==> config.mk <==
export PLATFORM = sky130hd
export DESIGN_NAME = c17_misr_compactor
export DESIGN_NICKNAME = d
export VERILOG_FILES = /design/src/rtl/c17_misr_compactor.sv
export SDC_FILE = /design/constraint.sdc
export NUM_CORES = 1
export LEC_CHECK = 0
export CORE_ASPECT_RATIO = 1.1
export CORE_UTILIZATION = 40
export CTS_CLUSTER_SIZE = 28
export DETAILED_ROUTE_END_ITERATION = 10
export HOLD_SLACK_MARGIN = 0.05
export PLACE_DENSITY = 0.75
export SYNTH_ARGS = -nofsm -noshare
export SYNTH_HDL_FRONTEND = slang
export SYNTH_SLANG_ARGS = --single-unit
==> constraint.sdc <==
create_clock -name clk -period 3.7 [get_ports clk]
set_clock_uncertainty 0.15 [all_clocks]
set_input_delay 0.74 -clock clk [delete_from_list [all_inputs] [get_ports clk]]
set_output_delay 0.74 -clock clk [all_outputs]
set_load 0.1 [all_outputs]
==> src/rtl/c17_misr_compactor.sv <==
// c17_misr_compactor: folds the c17 core outputs (G22, G23) into a Galois MISR
// and compares the final signature against GOLDEN after NUM_PATTERNS accepts.
// Latency: an accept at edge k updates signature at edge k; the final accept at
// edge k enters CHECK, and done/pass are valid after edge k+1.
// Backpressure: in_ready is high only in RUN; in_valid in any other state is ignored.
//
// Ports:
//   clk, rst_n           clock, asynchronous active-low reset
//   start                begin a run (honoured in IDLE or DONE only)
//   in_valid, in_ready   response handshake; accept = in_valid && in_ready
//   G22, G23             c17 outputs folded into signature bits 0 and 1
//   busy, done, pass     run in progress / run finished / signature == GOLDEN
//   signature, count     current MISR contents / patterns accepted this run
module c17_misr_compactor #(
   parameter int               WIDTH        = 16,
   parameter logic [WIDTH-1:0] POLY         = 16'hB400,
   parameter logic [WIDTH-1:0] SEED         = 16'hFFFF,
   parameter int               NUM_PATTERNS = 32,
   parameter logic [WIDTH-1:0] GOLDEN       = 16'h0000
) (
   input  logic                              clk,
   input  logic                              rst_n,
   input  logic                              start,
   input  logic                              in_valid,
   output logic                              in_ready,
   input  logic                              G22,
   input  logic                              G23,
   output logic                              busy,
   output logic                              done,
   output logic                              pass,
   output logic [WIDTH-1:0]                  signature,
   output logic [$clog2(NUM_PATTERNS+1)-1:0] count
);

   localparam int CW = $clog2(NUM_PATTERNS + 1);
   localparam logic [CW-1:0] LAST = CW'(NUM_PATTERNS - 1);

   typedef enum logic [1:0] {
      IDLE  = 2'd0,
      RUN   = 2'd1,
      CHECK = 2'd2,
      DONE  = 2'd3
   } state_t;

   state_t           state;
   logic             accept;
   logic [WIDTH-1:0] misr_next;

   // in_ready is a registered copy of (state == RUN), so this is the handshake.
   assign accept = in_valid && in_ready;

   // Galois step: shift right, apply taps when the bit leaving position 0 is set,
   // then inject the two core outputs into the low bits.
   always_comb begin
      misr_next = signature >> 1;
      if (signature[0]) begin
         misr_next = misr_next ^ POLY;
      end
      misr_next[0] = misr_next[0] ^ G22;
      misr_next[1] = misr_next[1] ^ G23;
   end

   always_ff @(posedge clk or negedge rst_n) begin
      if (!rst_n) begin
         state     <= IDLE;
         signature <= SEED;
         count     <= '0;
         in_ready  <= 1'b0;
         busy      <= 1'b0;
         done      <= 1'b0;
         pass      <= 1'b0;
      end else begin
         case (state)
            IDLE, DONE: begin
               if (start) begin
                  state     <= RUN;
                  signature <= SEED;
                  count     <= '0;
                  in_ready  <= 1'b1;
                  busy      <= 1'b1;
                  done      <= 1'b0;
                  pass      <= 1'b0;
               end
            end
            RUN: begin
               if (accept) begin
                  signature <= misr_next;
                  count     <= count + CW'(1);
                  // Drop in_ready on the final accept so count cannot pass NUM_PATTERNS.
                  if (count == LAST) begin
                     state    <= CHECK;
                     in_ready <= 1'b0;
                  end
               end
            end
            CHECK: begin
               pass  <= (signature == GOLDEN);
               done  <= 1'b1;
               busy  <= 1'b0;
               state <= DONE;
            end
            default: begin
               state    <= IDLE;
               in_ready <= 1'b0;
               busy     <= 1'b0;
               done     <= 1'b0;
            end
         endcase
      end
   end

endmodule
=== After elaboration in Yosys (flattened, before gate mapping) ===
Cells that the tools add are included.
W data, S select, Z words.

* Reduce and logical (&&, ||, !) cells: 10
* Bitwise operators: 3
* Eq/ne operators: 7
* Add/sub/neg operators: 1
* Mux-type cells: 19

{| class="wikitable"
|+ Operators by type and width
! kind !! number
|-
| $mux W16 || 3
|-
| $pmux W16 S2 || 1
|-
| $logic_not A16 Y1 || 1
|-
| $mux W6 || 2
|-
| $pmux W6 S2 || 1
|-
| $pmux W1 S2 || 4
|-
| $add A6 B1 Y6 const B || 1
|-
| $eq A6 B5 Y1 const B || 1
|-
| $mux W2 || 3
|-
| $ne A2 B2 Y1 const B || 3
|-
| $pmux W2 S3 || 1
|-
| $reduce_and A3 Y1 || 2
|-
| $eq A2 B2 Y1 const B || 2
|-
| $mux W1 || 4
|-
| $not A3 Y4 || 1
|-
| $reduce_and A4 Y1 || 1
|-
| $reduce_bool A2 Y1 || 2
|-
| $eq A2 B1 Y1 const B || 1
|-
| $logic_not A2 Y1 || 1
|-
| $reduce_and A2 Y1 || 1
|-
| $reduce_or A2 Y1 || 1
|-
| $xor A1 B1 Y1 || 2
|-
| $logic_and A1 B1 Y1 || 1
|}

* Register bits: 28
* Logic and storage cells: 47
* Input port bits: 6
* Output and inout bits: 26

=== Depth between registers and ports, before layout ===
Gate-level depths: netlist of run 1.

* Depth after elaboration: 5
* Depth in mapped cells: 6
* Mapped depth without buffers: 6

=== Worst setup path after synthesis of run 1 ===
Ideal clock, no wire load.

* Path kind: register -> register
* Start point: register count[0]
* End point: register state[0]
* Path slack: 1.218 ns
* Period minus slack after synthesis: 2.482 ns
* Data required time: 3.471 ns
* Library setup time: 0.079 ns
* Arrival: 2.253 ns
* Cell stages (with the launch flop): 6
* Buffers on the path: 0
* Cells stage by stage: dfrtp_1 -> ha_1 -> nand3_1 -> or3b_2 -> a21oi_1 -> mux2i_1

* Word-level cells in the longest chain between the ends: 3

{| class="wikitable"
|+ Ends and longest elaborated chain
! item !! line !! text
|-
| from (decl) || 32 || <nowiki>output logic [$clog2(NUM_PATTERNS+1)-1:0] count</nowiki>
|-
| from (signal assigned) || 88 || <nowiki>count <= count + CW'(1);</nowiki>
|-
| $eq A6 B5 Y1 || 90 || <nowiki>if (count == LAST) begin</nowiki>
|-
| $ne A2 B2 Y1 (no source line) || -- ||
|-
| $reduce_and A3 Y1 (no source line) || -- ||
|-
| to (signal assigned) || 91 || <nowiki>state <= CHECK;</nowiki>
|-
| to (signal assigned) || 100 || <nowiki>state <= DONE;</nowiki>
|-
| to (signal assigned) || 103 || <nowiki>state <= IDLE;</nowiki>
|-
| to (decl) || 45 || <nowiki>state_t state;</nowiki>
|}

No other way between the ends.
A chain may end at the register's enable or synchronous reset.

=== Worst setup path after layout of run 1 ===
* Start point: register count[3]
* End point: output port count[3]

No word-level cell between the ends.

==> impl_metrics.toml, run 1 <==
[setup_path]
crit_buf_inv = 1
worst-path-max-fanout = 4
worstPathArrival_ns = 1.91
crit_cells = 1
start_kind = "flop"
worstRegToRegCells = 5
worst_ep_required_time_ns = 2.81
path_cells = "clkdlybuf4s50_1"
path_delay_family = "buffers and inverters"
worstSetupPathType = "flop to primary output"
end_kind = "primary output"
cpPeakStageDelay_ns = 1.15
crit_slowest_cell = "clkdlybuf4s50_1"

[clocking]
clock_path_buffers = 2
numCtsBuffers = 3
tritoncts = "done"
cts_hold_buf = 0
htree_levels = 1
ctsResizeCount = 0
cts.sinks = 28
path_clk_slew_ns = 0.15
clock_latency_ns = 0.33
root_buffer = "clkbuf_4"
postCtsSetupBuffers = 0

[sta]
hold_violations = 0
rsz0062_at_grt = "false"
max_slew_margin = 0.3570
drv_slew = 0
fmax_mhz = 356.7
worst_slew_pin_slew_ns = 0.9615
finalSetupTns_ns = 0
worst_slack_ns = 0.8969
setup_violations = 0
fin_crit_sh = 0.7576
fin_crit_ns = 2.803

[yosys]
ys_seq_elements = 28
synth.distinct_cells = 28
async_flop_share = 1.000
syn-instance-count = 112
synth_common_cells = "16 x dfstp_2, 16 x o22a_1, 12 x dfrtp_1"
yosys.area.top_type = "dfstp_2"
yosys_most_used_dff = "dfstp_2"
post_synth_main_area_contributors = "dfstp_2 33%, dfrtp_1 23%, o22a_1 11%, ha_1 3.9%, xor2_1 3.4%"
synth_top_cell_area_share = 0.3268
synth_edf_count = 0
yosysSeqAreaShare = 0.5603
syn_area_mm2 = 0.001286
ys.warnings.count = 0
syn-num-nets = 122
syn_avg_cell_area_um2 = 11.48

[run]
cap_viol_max_count = 0

[place]
hpwl_um = 1881
dp_worst_setup_slack_ns = 0.9627
place_inst = 176
gp_congestion = 0.7724
port_buffers = 31

[finish]
area_delta_synth_final_pct = 27.92
finish.net_count = 157
final_util = 0.5398
n_antenna_cell = 0
fillers = 280
final_layout_size_suffix_gt1_frac = 0.2945
instances_no_fill = 180

[floorplanning]
dieHeight_um = 61.48
coreArea_mm2 = 0.003048
die_x_um = 56.07
start_util = 0.4220
core.rowCount = 21
die_area_mm2 = 0.003447
boundaryPins = 32

[routing]
wl_per_cell_um = 14.06
ant_nets = 0
routed_wl_um = 2531
dr.pass1.iters = 4
vias = 974
via_per_inst = 5.411
drt_iter0_drc = 25
drc = 0

[global_route]
met1_usage = 0.1905
track_usage = 0.1557
grt_overflow = 0
use_met2 = 0.2636
grt_pass1_vias = 904
gr-max-usage-layer = "met2"
antenna_found_initial = 0
grt_use_met3 = 0.02941
grt_max_degree = 19
grt_pass1_wl_um = 4057

[hold_path]
hp-class = "flop to flop"
worstHoldPathCells = 1

[status]
status = "finished, final reports clean"
==> area by class of cell <==
cell class / instances / area, µm² / share of cell area
multi-input combinational: 77 / 536.8 / 0.3262
sequential: 28 / 720.7 / 0.4380
timing repair buffer: 33 / 277.8 / 0.1688
inverter: 4 / 15.01 / 0.009125
clock buffer: 3 / 22.52 / 0.01369
tap: 34 / 42.54 / 0.02586
clock inverter: 1 / 30.03 / 0.01825
==> sequential cells by signal (all words and copies together), names as in the netlist <==
name / count
done: 1
state: 2
count: 6
busy: 1
signature: 16
in_ready: 1
pass: 1
==> cells by family (layout without fill, tap and decap cells) <==
group,Yosys count,in the layout,share of synthesized area
buffers and inverters,7,41,0.02237
multiplexers,3,3,0.02335
flip-flops,28,28,0.5603
AO/OA/AOI/OAI,29,29,0.1634
AND/OR/NAND/NOR,33,33,0.1372
adder cells (fa/ha/maj),4,4,0.03891
XOR/XNOR,8,8,0.05448
==> cell usage in the layout, fill, tap and decap left out, drive strengths merged, types with 2 or more instances in the layout <==
cell type       n
buf            21
o22a           16
dfstp          16
dfrtp          12
clkdlybuf4s50  12
nor2            9
o21ai           8
xor2            5
inv             4
nand2           4
nand3           4
ha              4
mux2i           3
a21oi           3
nor4            3
xnor2           3
clkbuf          3
nand4           2
nand2b          2
nor3            2
==> metrics by stage <==
stage | hold slack (ns) | cell area [µm²]
floorplan | 0.2944 | 1286
global placement | 0.3520 | 1593
detailed placement | 0.3731 | 1593
CTS | 0.3967 | 1645
global route | 0.4059 | 1645
finish | 0.3942 | 1645
==> worst paths after layout <==
check	start	endpoint	slack, ns
max in group asynchronous	rst_n	signature[4]	2.10
worst min register to register	signature[9]	signature[8]	0.39
worst max-delay path	count[3]	count[3]	0.90
worst min-delay path	signature[9]	signature[8]	0.39
worst max register to register	state[0]	count[0]	1.42
min in group asynchronous	rst_n	done	0.61
==> routing by layer <==
metal  vias to the layer above  share of wire
met5                         -              0
met4                         0          0.021
met3                         5          0.050
met2                        31           0.49
met1                       466           0.44
li1                        472              -
Power of run 1 is left out: the tool's default activity adds up to more than one toggle a clock period on the data nets, which glitch-free logic cannot reach.
==> inputs of run 2 (changes only) <==
--- a/config.mk
+++ b/config.mk
@@ -10,7 +10,7 @@
 export CTS_CLUSTER_SIZE = 28
 export DETAILED_ROUTE_END_ITERATION = 10
 export HOLD_SLACK_MARGIN = 0.05
-export PLACE_DENSITY = 0.75
+export PLACE_DENSITY = 0.78
 export SYNTH_ARGS = -nofsm -noshare
 export SYNTH_HDL_FRONTEND = slang
 export SYNTH_SLANG_ARGS = --single-unit
==> constraint.sdc (replaced) <==
create_clock -name clk -period 2.29 [get_ports clk]
set_clock_uncertainty 0.15 [all_clocks]
set_input_delay 0.458 -clock clk [delete_from_list [all_inputs] [get_ports clk]]
set_output_delay 0.458 -clock clk [all_outputs]
set_load 0.1 [all_outputs]
==> impl_metrics.toml, run 2 (same netlist as run 1, synthesis figures left out) <==
[setup_path]
crit_cells = 7
worstPathArrival_ns = 2.20
start_kind = "flop"
crit_buf_inv = 2
end_kind = "flop"
cpPeakStageDelay_ns = 0.41
worst_ep_required_time_ns = 2.40
worst-path-max-fanout = 5
path_delay_family = "simple AND/OR/NAND/NOR gates"
path_cells = "inv_1, ha_1, mux2i_1, buf_4, or2_4, or3_1, a21oi_1"
crit_slowest_cell = "dfrtp_1"
worstRegToRegCells = 7
worstSetupPathType = "flop to flop"

[sta]
fmax_mhz = 479.2
fin_crit_sh = 0.9112
drv_slew = 0
worst_slew_pin_slew_ns = 0.6495
setup_violations = 0
hold_violations = 0
rsz0062_at_grt = "false"
max_slew_margin = 0.5666
fin_crit_ns = 2.087

[routing]
vias = 1008
drc = 0
routed_wl_um = 2805
wl_per_cell_um = 15.24
ant_nets = 0
via_per_inst = 5.478
dr.pass1.iters = 4
drt_iter0_drc = 26

[floorplanning]
die_x_um = 56.07
boundaryPins = 32
coreArea_mm2 = 0.003048
die_area_mm2 = 0.003447
core.rowCount = 21
start_util = 0.4220
dieHeight_um = 61.48

[clocking]
path_clk_slew_ns = 0.15
tritoncts = "done"
cts_hold_buf = 0
numCtsBuffers = 3
cts.sinks = 28
clock_path_buffers = 2
root_buffer = "clkbuf_4"
clock_latency_ns = 0.32
htree_levels = 1

[global_route]
grt_pass1_wl_um = 4774
grt_overflow = 0
antenna_found_initial = 0
grt_max_degree = 29
track_usage = 0.1760
grt_pass1_vias = 1045

[power]
p_leak_nw = 0.7884
ir_drop_mv = 1.106
p_per_area_mw_per_mm2 = 1524

[finish]
final_layout_size_suffix_gt1_frac = 0.3800
area_delta_synth_final_pct = 43.58
layout_common_cells = "16 x o22a_1, 16 x buf_4, 16 x buf_12, 16 x dfstp_2, 10 x dfrtp_1"
finish.net_count = 161
design_area_mm2 = 0.001847
instances_no_fill = 184
n_antenna_cell = 0
largestRegisters = "signature (16), count (6), state (2)"
largest_reg_flops = 16
top_register = "signature"

[place]
gp_congestion = 0.7591
place_inst = 180
placed_area_mm2 = 0.001808
port_buffers = 31
hpwl_um = 2030

[run]
cap_viol_max_count = 0

[hold_path]
hp-class = "input pin to asynchronous set/reset pin"

[status]
status = "finished, final reports clean"
[run 2: cell type report]
class / count / area (µm²)
fillers: 248 / 1201
flip-flops and latches: 28 / 723.2
clock buffers: 4 / 36.28
multi-input cells: 77 / 539.3
well taps: 34 / 42.54
inverters: 4 / 15.01
repair buffers: 37 / 490.5
[run 2: what timing repair did]
action                     in CTS  in global routing
setup endpoints to repair       0                 16
setup buffers                   0                  0
gates resized for setup         0                  1
[run 2: layer usage]
metal | track usage | vias to the layer above | share of wire
met5 | 0 | - | 0
met4 | 0.02787 | 0 | 0.0061
met3 | 0.03151 | 2 | 0.039
met2 | 0.3180 | 24 | 0.51
met1 | 0.2296 | 500 | 0.44
li1 | - | 482 | -
[run 2: per-stage QoR]
stage / hold slack [ns] / util / setup WS [ns] / total power [mW] / TNS (ns)
4_1_cts: 0.3498 / 0.6051 / 0.05355 / 2.827 / 0
2_1_floorplan: 0.01241 / - / 0.01471 / 2.012 / 0
5_1_grt: 0.3672 / 0.6059 / 0.1075 / 2.952 / 0
6_report: 0.3386 / 0.6059 / 0.2034 / 2.815 / 0
3_3_place_gp: 0.3592 / 0.5932 / 0.04628 / 2.541 / 0
3_5_place_dp: 0.3624 / 0.5932 / -0.01106 / 2.583 / -0.01119
[run 2: power breakdown]
part           total [mW]  internal, mW  leakage, nW  switching, mW
clock network       0.238        0.0971       0.0210          0.141
registers           0.842         0.671        0.316          0.171
logic                1.73         0.588        0.451           1.15
total                2.82          1.36        0.788           1.46
[run 2: final timing paths]
kind	startpoint	endpoint	slack, ns
hold / removal	rst_n	done	0.34
setup / recovery	state[0]	count[5]	0.20
setup reg to reg	state[0]	count[5]	0.20
max in group asynchronous	rst_n	signature[11]	1.33
min in group clk	pass	pass	0.39
hold reg to reg	pass	pass	0.39
No activity file was read; power rests on OpenSTA's default activity.
==> inputs of run 3 (changes only) <==
--- a/config.mk
+++ b/config.mk
@@ -11,6 +11,7 @@
 export DETAILED_ROUTE_END_ITERATION = 10
 export HOLD_SLACK_MARGIN = 0.05
 export PLACE_DENSITY = 0.78
+export SETUP_SLACK_MARGIN = 0.1
 export SYNTH_ARGS = -nofsm -noshare
 export SYNTH_HDL_FRONTEND = slang
 export SYNTH_SLANG_ARGS = --single-unit
==> constraint.sdc (replaced) <==
create_clock -name clk -period 2.29 [get_ports clk]
set_clock_uncertainty 0.15 [all_clocks]
set_input_delay 0.3435 -clock clk [delete_from_list [all_inputs] [get_ports clk]]
set_output_delay 0.3435 -clock clk [all_outputs]
set_load 0.1 [all_outputs]
==> impl_metrics.toml, run 3 (same netlist as run 1, synthesis figures left out) <==
[status]
status = "finished, final reports clean"

[global_route]
track_usage = 0.1643
grt_overflow = 0
grt_max_degree = 29
antenna_found_initial = 0
grt_pass1_wl_um = 4305
grt_pass1_vias = 960

[routing]
via_per_inst = 5.497
ant_nets = 0
drc = 0
routed_wl_um = 2748
drt_iter0_drc = 25
vias = 1006
dr.pass1.iters = 4
wl_per_cell_um = 15.02

[clocking]
cts.sinks = 28
clock_latency_ns = 0.34
htree_levels = 1
ctsResizeCount = 1
numCtsBuffers = 3
root_buffer = "clkbuf_4"
clock_path_buffers = 2
tritoncts = "done"
cts_hold_buf = 0
postCtsSetupBuffers = 0
path_clk_slew_ns = 0.16

[sta]
max_slew_margin = 0.5609
hold_violations = 0
fmax_mhz = 480.6
fin_crit_sh = 0.9085
worst_hold_slack_ns = 0.2021
fin_crit_ns = 2.081
drv_slew = 0
rsz0062_at_grt = "false"
setup_violations = 0
worst_slew_pin_slew_ns = 0.6579

[place]
port_buffers = 31
gp_congestion = 0.7416
hpwl_um = 1955

[floorplanning]
die_area_mm2 = 0.003447
core.rowCount = 21
coreArea_mm2 = 0.003048
dieHeight_um = 61.48
start_util = 0.4220
die_x_um = 56.07
boundaryPins = 32

[setup_path]
path_cells = "inv_1, ha_1, mux2i_1, buf_4, or2_4, or3_1, a21oi_1"
cpPeakStageDelay_ns = 0.41
worstPathArrival_ns = 2.21
worst-path-max-fanout = 5
worstSetupPathType = "flop to flop"
start_kind = "flop"
crit_slowest_cell = "dfrtp_1"
end_kind = "flop"
worst_ep_required_time_ns = 2.42

[finish]
top_register = "signature"
n_antenna_cell = 0
largest_reg_flops = 16
finish.net_count = 160
final_layout_size_suffix_gt1_frac = 0.3960
largestRegisters = "signature (16), count (6), state (2)"
layout_common_cells = "31 x buf_4, 16 x o22a_1, 16 x dfstp_2, 8 x o21ai_0, 8 x nor2_1"
final_common_cell = "buf_4"
area_delta_synth_final_pct = 28.99

[run]
cap_viol_max_count = 0

[hold_path]
hp-class = "input pin to asynchronous set/reset pin"
## run 3: changes by cell type in the layout (fill, tap and decap cells not counted)
cell,delta
bufinv_16,+1
dfrtp_1,-3
clkbuf_8,-1
buf_12,-16
buf_4,+15
dfrtp_2,+3
## run 3: per-layer routing
layer,vias to the layer above,wire length (µm),track usage
met1,497,1117,0.1781
met3,5,102,0.03151
li1,479,-,-
met2,25,1473,0.3129
met4,0,55,0.08362
met5,-,0,0
## run 3: final timing paths
| kind | from | endpoint | slack, ns | depth (start not counted) |
|---|---|---|---|---|
| worst max-delay path | state[0] | count[5] | 0.21 | 7 |
| worst min-delay path | rst_n | done | 0.20 | 2 |
| worst max register to register | state[0] | count[5] | 0.21 | 7 |
| worst min register to register | signature[4] | signature[3] | 0.39 | 1 |
| max in group asynchronous | rst_n | signature[15] | 1.49 | 2 |
| min in group clk | signature[4] | signature[3] | 0.39 | 1 |
## run 3: layout make-up
class / instances / area, µm²
clock buffer: 3 / 22.52
clock inverter: 1 / 30.03
fill: 289 / 1389
inverter: 4 / 15.01
multi-input combinational: 77 / 539.3
sequential: 28 / 726.9
tap: 34 / 42.54
timing repair buffer: 36 / 282.8
## run 3: worst max-delay path: cells and delay by family, from the launching register on
family | cells | cell delay [ns]
DFF | 1 | 0.41
and+or+nand+nor | 2 | 0.59
muxes | 1 | 0.16
buffers and inverters | 2 | 0.23
AOI/OAI and AO/OA | 1 | 0.14
adders and majority gates | 1 | 0.33
## run 3: per-stage QoR
stage | TNS, ns | instances | setup WS (ns) | utilization | area (µm²)
2_1_floorplan | 0 | 112 | 0.1377 | - | 1292
4_1_cts | 0 | 183 | 0.2049 | 0.5443 | 1659
6_report | 0 | 183 | 0.2095 | 0.5443 | 1659
3_5_place_dp | -0.01954 | 179 | -0.009744 | 0.5263 | 1604
3_3_place_gp | 0 | 179 | 0.08488 | 0.5263 | 1604
5_1_grt | 0 | 183 | 0.1466 | 0.5443 | 1659
Power of run 3 is left out for the same reason.
